--- src/rtl/io_pkg.sv ---
// Shared constants for the basic-computer I/O and interrupt controller:
// command bit positions, printer port state encodings and width defaults.
package io_pkg;

  localparam int unsigned DATA_W_DFLT = 8;
  localparam int unsigned BUS_W_DFLT  = 16;

  // io_cmd carries IR[11:6]; bit 5 is INP down to bit 0 IOF
  localparam int unsigned CMD_INP = 5;
  localparam int unsigned CMD_OUT = 4;
  localparam int unsigned CMD_SKI = 3;
  localparam int unsigned CMD_SKO = 2;
  localparam int unsigned CMD_ION = 1;
  localparam int unsigned CMD_IOF = 0;

  localparam logic [0:0] PRN_IDLE = 1'b0;
  localparam logic [0:0] PRN_SEND = 1'b1;

  function automatic logic is_onehot6(input logic [5:0] v);
    return (v != '0) && ((v & (v - 6'd1)) == '0);
  endfunction

endpackage

--- src/rtl/io_interrupt_ctrl_if.sv ---
// Keyboard, printer and control-unit signals of the I/O controller.
// master = the controller itself, slave = the surrounding datapath/devices.
interface io_interrupt_ctrl_if #(
  parameter int unsigned DATA_W = 8,
  parameter int unsigned BUS_W  = 16
);
  logic              kbd_valid;
  logic [DATA_W-1:0] kbd_data;
  logic              kbd_ready;
  logic              inpr_load;
  logic [BUS_W-1:0]  inpr_data;
  logic              outr_load;
  logic              ac_load_inpr;
  logic              prn_valid;
  logic              prn_ready;
  logic              io_exec;
  logic [5:0]        io_cmd;
  logic              instr_end;
  logic              int_ack;
  logic              skip;
  logic              fgi;
  logic              fgo;
  logic              ien;
  logic              r;
  logic              io_err;

  modport master (
    input  kbd_valid, kbd_data, prn_ready, io_exec, io_cmd, instr_end, int_ack,
    output kbd_ready, inpr_load, inpr_data, outr_load, ac_load_inpr, prn_valid,
           skip, fgi, fgo, ien, r, io_err
  );

  modport slave (
    output kbd_valid, kbd_data, prn_ready, io_exec, io_cmd, instr_end, int_ack,
    input  kbd_ready, inpr_load, inpr_data, outr_load, ac_load_inpr, prn_valid,
           skip, fgi, fgo, ien, r, io_err
  );
endinterface

--- src/rtl/io_interrupt_ctrl_printer.sv ---
// Printer side of OUTR: IDLE/SEND handshake, prn_valid register and the
// done pulse that hands the FGO flag back to the CPU.
module printer_port_fsm
  import io_pkg::*;
(
  input  logic clk,
  input  logic rst,
  input  logic i_start,
  input  logic i_prn_ready,
  output logic o_prn_valid,
  output logic o_done
);

  logic [0:0] r_state;
  logic       r_prn_valid;

  always_ff @(posedge clk) begin
    if (rst) begin
      r_state     <= PRN_IDLE;
      r_prn_valid <= 1'b0;
    end else if (r_state == PRN_IDLE) begin
      if (i_start) begin
        r_state     <= PRN_SEND;
        r_prn_valid <= 1'b1;
      end
    end else begin
      if (i_prn_ready) begin
        r_state     <= PRN_IDLE;
        r_prn_valid <= 1'b0;
      end
    end
  end

  assign o_prn_valid = r_prn_valid;
  assign o_done      = (r_state == PRN_SEND) & i_prn_ready;

endmodule

--- src/rtl/io_interrupt_ctrl.sv ---
// I/O and interrupt controller of the basic computer: FGI/FGO/IEN/R flags,
// INP/OUT/SKI/SKO/ION/IOF execution and the INPR/OUTR load strobes.
module io_interrupt_ctrl
  import io_pkg::*;
#(
  parameter int unsigned DATA_W = DATA_W_DFLT,
  parameter int unsigned BUS_W  = BUS_W_DFLT
) (
  input  logic                clk,
  input  logic                rst,
  io_interrupt_ctrl_if.master bus
);

  logic r_fgi;
  logic r_fgo;
  logic r_ien;
  logic r_r;

  logic w_legal;
  logic w_inp;
  logic w_out;
  logic w_ski;
  logic w_sko;
  logic w_ion;
  logic w_iof;
  logic w_kbd_take;
  logic w_out_go;
  logic w_prn_done;
  logic w_prn_valid;

  assign w_legal = bus.io_exec & is_onehot6(bus.io_cmd);
  assign w_inp   = w_legal & bus.io_cmd[CMD_INP];
  assign w_out   = w_legal & bus.io_cmd[CMD_OUT];
  assign w_ski   = w_legal & bus.io_cmd[CMD_SKI];
  assign w_sko   = w_legal & bus.io_cmd[CMD_SKO];
  assign w_ion   = w_legal & bus.io_cmd[CMD_ION];
  assign w_iof   = w_legal & bus.io_cmd[CMD_IOF];

  assign w_kbd_take = bus.kbd_valid & ~r_fgi;
  assign w_out_go   = w_out & r_fgo;

  printer_port_fsm u_prn (
    .clk         (clk),
    .rst         (rst),
    .i_start     (w_out_go),
    .i_prn_ready (bus.prn_ready),
    .o_prn_valid (w_prn_valid),
    .o_done      (w_prn_done)
  );

  // A keyboard accept in the INP cycle wins; AC still latches the old INPR.
  // OUT needs fgo=1 and done only fires in SEND (fgo=0), so they never collide.
  always_ff @(posedge clk) begin
    if (rst) begin
      r_fgi <= 1'b0;
      r_fgo <= 1'b1;
      r_ien <= 1'b0;
      r_r   <= 1'b0;
    end else begin
      if (w_kbd_take)      r_fgi <= 1'b1;
      else if (w_inp)      r_fgi <= 1'b0;

      if (w_out_go)        r_fgo <= 1'b0;
      else if (w_prn_done) r_fgo <= 1'b1;

      if (bus.int_ack)     r_ien <= 1'b0;
      else if (w_ion)      r_ien <= 1'b1;
      else if (w_iof)      r_ien <= 1'b0;

      if (bus.int_ack)                                    r_r <= 1'b0;
      else if (bus.instr_end & r_ien & (r_fgi | r_fgo))   r_r <= 1'b1;
    end
  end

  assign bus.kbd_ready    = ~r_fgi;
  assign bus.inpr_load    = w_kbd_take;
  assign bus.inpr_data    = {{(BUS_W-DATA_W){1'b0}}, bus.kbd_data};
  assign bus.outr_load    = w_out_go;
  assign bus.ac_load_inpr = w_inp;
  assign bus.prn_valid    = w_prn_valid;
  assign bus.skip         = (w_ski & r_fgi) | (w_sko & r_fgo);
  assign bus.fgi          = r_fgi;
  assign bus.fgo          = r_fgo;
  assign bus.ien          = r_ien;
  assign bus.r            = r_r;
  assign bus.io_err       = (bus.io_exec & ~is_onehot6(bus.io_cmd)) | (w_out & ~r_fgo);

endmodule

--- src/flat_wrapper.sv ---
// flat-port wrapper written by rule: the top's interface ports become plain ports
module io_interrupt_ctrl_flat import io_pkg::*;
#(
  parameter int unsigned DATA_W = DATA_W_DFLT,
  parameter int unsigned BUS_W  = BUS_W_DFLT
)
  (clk, rst, bus_kbd_valid, bus_kbd_data, bus_prn_ready, bus_io_exec, bus_io_cmd, bus_instr_end, bus_int_ack, bus_kbd_ready, bus_inpr_load, bus_inpr_data, bus_outr_load, bus_ac_load_inpr, bus_prn_valid, bus_skip, bus_fgi, bus_fgo, bus_ien, bus_r, bus_io_err);
  io_interrupt_ctrl_if #(.DATA_W(DATA_W), .BUS_W(BUS_W)) bus_i ();
  input  logic clk;
  input  logic rst;
  input wire logic [$bits(bus_i.kbd_valid)-1:0] bus_kbd_valid;
  input wire logic [$bits(bus_i.kbd_data)-1:0] bus_kbd_data;
  input wire logic [$bits(bus_i.prn_ready)-1:0] bus_prn_ready;
  input wire logic [$bits(bus_i.io_exec)-1:0] bus_io_exec;
  input wire logic [$bits(bus_i.io_cmd)-1:0] bus_io_cmd;
  input wire logic [$bits(bus_i.instr_end)-1:0] bus_instr_end;
  input wire logic [$bits(bus_i.int_ack)-1:0] bus_int_ack;
  output wire logic [$bits(bus_i.kbd_ready)-1:0] bus_kbd_ready;
  output wire logic [$bits(bus_i.inpr_load)-1:0] bus_inpr_load;
  output wire logic [$bits(bus_i.inpr_data)-1:0] bus_inpr_data;
  output wire logic [$bits(bus_i.outr_load)-1:0] bus_outr_load;
  output wire logic [$bits(bus_i.ac_load_inpr)-1:0] bus_ac_load_inpr;
  output wire logic [$bits(bus_i.prn_valid)-1:0] bus_prn_valid;
  output wire logic [$bits(bus_i.skip)-1:0] bus_skip;
  output wire logic [$bits(bus_i.fgi)-1:0] bus_fgi;
  output wire logic [$bits(bus_i.fgo)-1:0] bus_fgo;
  output wire logic [$bits(bus_i.ien)-1:0] bus_ien;
  output wire logic [$bits(bus_i.r)-1:0] bus_r;
  output wire logic [$bits(bus_i.io_err)-1:0] bus_io_err;
  assign bus_i.kbd_valid = bus_kbd_valid;
  assign bus_i.kbd_data = bus_kbd_data;
  assign bus_i.prn_ready = bus_prn_ready;
  assign bus_i.io_exec = bus_io_exec;
  assign bus_i.io_cmd = bus_io_cmd;
  assign bus_i.instr_end = bus_instr_end;
  assign bus_i.int_ack = bus_int_ack;
  assign bus_kbd_ready = bus_i.kbd_ready;
  assign bus_inpr_load = bus_i.inpr_load;
  assign bus_inpr_data = bus_i.inpr_data;
  assign bus_outr_load = bus_i.outr_load;
  assign bus_ac_load_inpr = bus_i.ac_load_inpr;
  assign bus_prn_valid = bus_i.prn_valid;
  assign bus_skip = bus_i.skip;
  assign bus_fgi = bus_i.fgi;
  assign bus_fgo = bus_i.fgo;
  assign bus_ien = bus_i.ien;
  assign bus_r = bus_i.r;
  assign bus_io_err = bus_i.io_err;
  io_interrupt_ctrl #(.DATA_W(DATA_W), .BUS_W(BUS_W)) u_core (.clk(clk), .rst(rst), .bus(bus_i));
endmodule
--- config.mk ---
export PLATFORM = sky130hd
export DESIGN_NAME = io_interrupt_ctrl_flat
export DESIGN_NICKNAME = d
export VERILOG_FILES = /design/src/rtl/io_pkg.sv /design/src/rtl/io_interrupt_ctrl_if.sv /design/src/rtl/io_interrupt_ctrl_printer.sv /design/src/rtl/io_interrupt_ctrl.sv /design/src/flat_wrapper.sv
export SDC_FILE = /design/constraint.sdc
export NUM_CORES = 1
export LEC_CHECK = 0
export ABC_AREA = 0
export BUFFER_PORTS_ARGS = -buffer_cell sky130_fd_sc_hd__buf_4
export CAP_MARGIN = 15
export CORE_UTILIZATION = 36
export DETAILED_ROUTE_END_ITERATION = 10
export PLACE_DENSITY = 0.84
export SYNTH_ARGS = -nofsm -noshare
export SYNTH_HDL_FRONTEND = slang
export SYNTH_HIERARCHICAL = 1
export SYNTH_SLANG_ARGS = --single-unit
--- constraint.sdc ---
create_clock -name clk -period 1.55 [get_ports clk]
set_clock_uncertainty 0.2 [all_clocks]
set_input_delay 0 -clock clk [delete_from_list [all_inputs] [get_ports clk]]
set_output_delay 0 -clock clk [all_outputs]
set_load 0.1 [all_outputs]
* After elaboration in Yosys (flattened, before gate mapping)
Cells that the tools add are included.
** Word-level totals
- Memories kept :: 0
- Register bits after elaboration :: 6
- Bits in writable memories :: 0
- Input bits :: 21
- Latch bits :: 0
- Output and inout port bits :: 27
- ROM bits :: 0
** Operators by class
- Equality and inequality tests :: 1
- Reduce and logical (&&, ||, !) cells :: 9
- Muxes and demuxes :: 12
- Div/mod/pow operators :: 0
- Shifts and indexed selects :: 0
- Order comparisons :: 0
- Bitwise operators :: 23
- Multiply operators :: 0
- $add $sub $neg :: 1
** Operators with widths (number)
- AND 1 bit :: 16
- two-way mux 1 bit :: 12
- nonzero test 2 bit :: 4
- AND 6 bit :: 1
- zero test 6 bit :: 1
- nonzero test 6 bit :: 1
- subtractor 6 x 1 -> 6 bit, second input constant :: 1
- inverter 1 bit :: 3
- bitwise OR 1 bit :: 3
- != test 2 bit, second input constant :: 1
- AND reduction 2 bit :: 1
- OR reduction 2 bit :: 1
- logical AND 1 bit :: 1

* Logic depth before layout (Yosys ltp)
- Depth in word-level cells :: 9
- Depth in mapped cells :: 6
- Depth with buffers taken out :: 6

* By module
Netlist, hierarchy kept.
** By module, submodules not included
- io_interrupt_ctrl :: times used 1, cells each 57, area an instance 444.2 um^2, seq. area each 80.1 um^2
- printer_port_fsm :: times used 1, cells each 8, area an instance 92.6 um^2, seq. area each 40.0 um^2

* Worst setup path after synthesis
Ideal clock, no wire load.
- Path type :: register -> output
- Start point :: reg u_core.r_fgo (netlist: u_core/bus.fgo)
- End point :: out bus_skip
- Path buffers :: 0
- Slack :: -1.435 ns
- Required time :: 1.350 ns
- Arrival time :: 2.785 ns
- Cell stages (with the launch flop) :: 4
- Cells stage by stage :: dfxtp_1 a22o_1 nand2_1 a21oi_1
** Between the ends
- Word-level cells in the longest chain between the ends :: 2
** RTL lines
- start, declared :: RTL line io_interrupt_ctrl.sv:15 : logic r_fgo;
- start signal, assigned :: RTL line io_interrupt_ctrl.sv:56 : r_fgo <= 1'b1;
- start signal, assigned :: RTL line io_interrupt_ctrl.sv:63 : if (w_out_go) r_fgo <= 1'b0;
- start signal, assigned :: RTL line io_interrupt_ctrl.sv:64 : else if (w_prn_done) r_fgo <= 1'b1;
- AND 1 bit :: RTL line io_interrupt_ctrl.sv:81 : assign bus.skip = (w_ski & r_fgi) | (w_sko & r_fgo);
- bitwise OR 1 bit :: RTL line io_interrupt_ctrl.sv:81
- end, declared :: RTL line flat_wrapper.sv:24 : output wire logic [$bits(bus_i.skip)-1:0] bus_skip;
Every way passes these cells.

* Worst setup path in the final report
- Start point :: in bus_io_cmd[0]
- End point :: out bus_outr_load
** Between the ends
- Word-level cells in the longest chain between the ends :: 7
- Elaborated cells between the ends (all ways) :: 8
** RTL lines
- start, declared :: RTL line flat_wrapper.sv:15 : input wire logic [$bits(bus_i.io_cmd)-1:0] bus_io_cmd;
- subtractor 6 x 1 -> 6 bit :: RTL line io_pkg.sv:20 : return (v != '0) && ((v & (v - 6'd1)) == '0);
- AND 6 bit :: RTL line io_pkg.sv:20
- zero test 6 bit :: RTL line io_pkg.sv:20
- logical AND 1 bit (*) :: RTL line io_pkg.sv:20
- AND 1 bit (*) :: RTL line io_interrupt_ctrl.sv:31 : assign w_legal = bus.io_exec & is_onehot6(bus.io_cmd);
- AND 1 bit (*) :: RTL line io_interrupt_ctrl.sv:33 : assign w_out = w_legal & bus.io_cmd[CMD_OUT];
- AND 1 bit (*) :: RTL line io_interrupt_ctrl.sv:40 : assign w_out_go = w_out & r_fgo;
- end, declared :: RTL line flat_wrapper.sv:21 : output wire logic [$bits(bus_i.outr_load)-1:0] bus_outr_load;
Every way passes the cells marked *; elsewhere a longest branch is shown, timed or not.

==> results.sh <==
export IMPL_drive_above_1_share_pct=40.8
export IMPL_seq_area_sq_um=128
export IMPL_fin_crit_ps=1520
export IMPL_p_leak_uw=0.000404
export IMPL_crit_chain="buf_4 -> xor2_1 -> a211o_1 -> a211o_1 -> and3_4 -> buf_8"
export IMPL_cts_root_buf="clkbuf_4"
export IMPL_dr_total_vias=559
export IMPL_wl_per_cell_um=11.1
export IMPL_setup_violations=0
export IMPL_min_period_over_period_pct=97.8
export IMPL_die_x_um=40.6
export IMPL_drt_iter0_markers=2
export IMPL_n_antenna_cell=0
export IMPL_worst_setup_path_start_kind="input pin"
export IMPL_timing_rr_end="u_core/bus.fgi"
export IMPL_min_delay_start="bus_io_cmd[4]"
export IMPL_ys_seq_area_share_pct=22.4
export IMPL_cp_startpoint="bus_io_cmd[0]"
export IMPL_wl_mm=1.25
export IMPL_synth_seq_cells=6
export IMPL_ys_warnings_count=6
export IMPL_nFillCells=123
export IMPL_h_tree_depth=1
export IMPL_drc=0
export IMPL_worstMarginPinSlew_ps=989
export IMPL_worstSetupPathType="input pin to output pin"
export IMPL_slowest_stage="a211o_1"
export IMPL_power_density_mw_per_mm2=771
export IMPL_final_common_cell="buf_4"
export IMPL_synthTopCellsByArea="dfxtp_1 22%, buf_4 22%, a211o_1 3.3%"
export IMPL_ir_worst_vdd_uv=567
export IMPL_maxCapViolations=0
export IMPL_layout_common_cells="24 x buf_4, 14 x dlygate4sd3_1, 8 x conb_1, 4 x nor2_1, 4 x dfxtp_1"
export IMPL_path_common_cell="a211o_1"
export IMPL_port_buffers=23
export IMPL_final_core_util_pct=64.4
export IMPL_crit_arrival_ps=1320
export IMPL_clock_fmax_ghz=0.660
export IMPL_layout_nets=121
export IMPL_clock_path_buffers=2
export IMPL_reg2reg_depth=3
export IMPL_crit_required_ps=1350
export IMPL_drt_pre_antenna_iters=2
export IMPL_synth_top_cell_area_share_pct=22.4
export IMPL_yosysUniqueCellTypes=32
export IMPL_hold_path_class="input pin to flip-flop"
export IMPL_netlist_instances=65
export IMPL_grt_first_pass_wirelength_mm=1.80
export IMPL_insertion_delay_ps=230
export IMPL_area_delta_synth_final_pct=62.0
export IMPL_cts_sinks=6
export IMPL_grt_max_degree=9
export IMPL_hold_viol_final=0
export IMPL_fin_area_sq_um=870
export IMPL_num_rows=13
export IMPL_clk_pin_slew_ps=40
export IMPL_relSlewSlack_pct=33.9
export IMPL_ys_flop_type="dfxtp_1"
export IMPL_critPathCapture="bus_outr_load"
export IMPL_r2r_slack_ps=110
export IMPL_coreArea_sq_mm=0.00135
export IMPL_synth_edf_count=0
export IMPL_multi_input_area_sq_um=358
export IMPL_avgSynthCellArea_sq_um=8.26
export IMPL_async_flop_share_pct=0
export IMPL_antenna_left=0
export IMPL_initial_core_util_pct=39.8
export IMPL_grt_pass1_vias=436
export IMPL_critPathMaxStageDelay_ps=330
export IMPL_dp_hpwl_um=858
export IMPL_globalplace_congestion=0.658
export IMPL_grt_total_usage_pct=16.2
export IMPL_crit_fanout=5
export IMPL_fp_dieArea_sq_mm=0.00165
export IMPL_synth_top_area_cell="dfxtp_1"
export IMPL_worstReg2RegStart="u_core/bus.fgi"
export IMPL_status="finished, final reports clean"
export IMPL_end_kind="output pin"
export IMPL_slew_viol_final=0
export IMPL_die_h_um=40.6
export IMPL_synth_area_sq_um=537
export IMPL_grt_overflow_total=0
export IMPL_antenna_found_initial=0
export IMPL_cts_setup_buffers=0
export IMPL_cts_tree="yes"
export IMPL_io_pins=48
export IMPL_vias_per_cell=4.95
export IMPL_placed_cell_area_sq_um=684
export IMPL_cts_inserted_buffers=3
## power by group
part,internal [uW],total [uW],switching [uW]
Combinational,82.1,371,289
Clock,87.2,137,49.9
Sequential,157,162,5.41
## how the worst min path moves through the flow
stage	slack (ps)	to	cells past startpoint
after floorplan	-140	u_core/bus.fgi	1
after global placement	-200	bus_inpr_data[1]	0
after detailed placement	-200	bus_inpr_data[1]	0
after CTS	10	u_core/bus.fgo	5
after global routing	70	u_core/bus.ien	4
final	40	u_core/bus.fgo	5
## per-stage QoR
step | power [uW] | hold slack (ps) | std cells | TNS (ps) | setup WS, ps
2_1_floorplan | 473 | -137 | 72 | -3.07 | -3.07
3_3_place_gp | 419 | -199 | 96 | -71.1 | -41.3
3_5_place_dp | 421 | -199 | 96 | -98.0 | -51.2
4_1_cts | 676 | 10.7 | 113 | 0 | 32.7
5_1_grt | 702 | 73.1 | 113 | -8.30 | -8.30
6_report | 671 | 35.4 | 113 | 0 | 34.2
## repair_timing
| action | CTS | global route |
|---|---|---|
| hold buffers | 14 | 0 |
| gates cloned | 0 | 0 |
| endpoints found under the setup margin | 2 | 2 |
| endpoints found under the hold margin | 14 | 0 |
| resized for setup | 2 | 2 |
## registers in the layout, indices dropped and copies added, names as in the netlist
register / flops
u_core/bus.fgi: 1
u_core/bus.fgo: 1
u_core/bus.ien: 1
u_core/bus.r: 1
u_core/u_prn/o_prn_valid: 1
u_core/u_prn/r_state: 1
## logic make-up after synthesis
family	share of synthesized area, %
flip-flops	22.4
AND/OR/NAND/NOR	31.0
buffers and inverters	23.8
other	0.699
XOR/XNOR	1.63
AO/OA/AOI/OAI	20.5
## area by class of cell
type / count / share of cell area, %
Clock buffer: 3 / 2.59
Timing Repair Buffer: 39 / 38.6
Multi-Input combinational cell: 48 / 41.2
Sequential cell: 6 / 14.7
Tap cell: 15 / 2.16
Inverter: 2 / 0.863
## synth_stat cells, types with 2 or more instances
library cell  number
buf_4             16
dfxtp_1            6
nor2_1             4
a21oi_1            3
a211o_1            2
and2_1             2
and3_1             2
inv_1              2
nand2_1            2
nand2b_1           2
nor2b_1            2
nor4b_1            2
## layer usage
metal | global-route usage [%] | share of wire, % | up-vias
met4 | 2.50 | 0 | 0
met2 | 29.0 | 50 | 31
met5 | 0 | 0 | -
met1 | 19.1 | 42 | 248
met3 | 4.89 | 8.1 | 0
li1 | - | - | 280
## worst max-delay path, delay by kind of cell
family	cells	cell delay, ps
compound gates	2	640
simple gates	1	210
xor+xnor	1	160
buf+inv	2	310
Note: power is estimated with default switching activity, not from simulation.
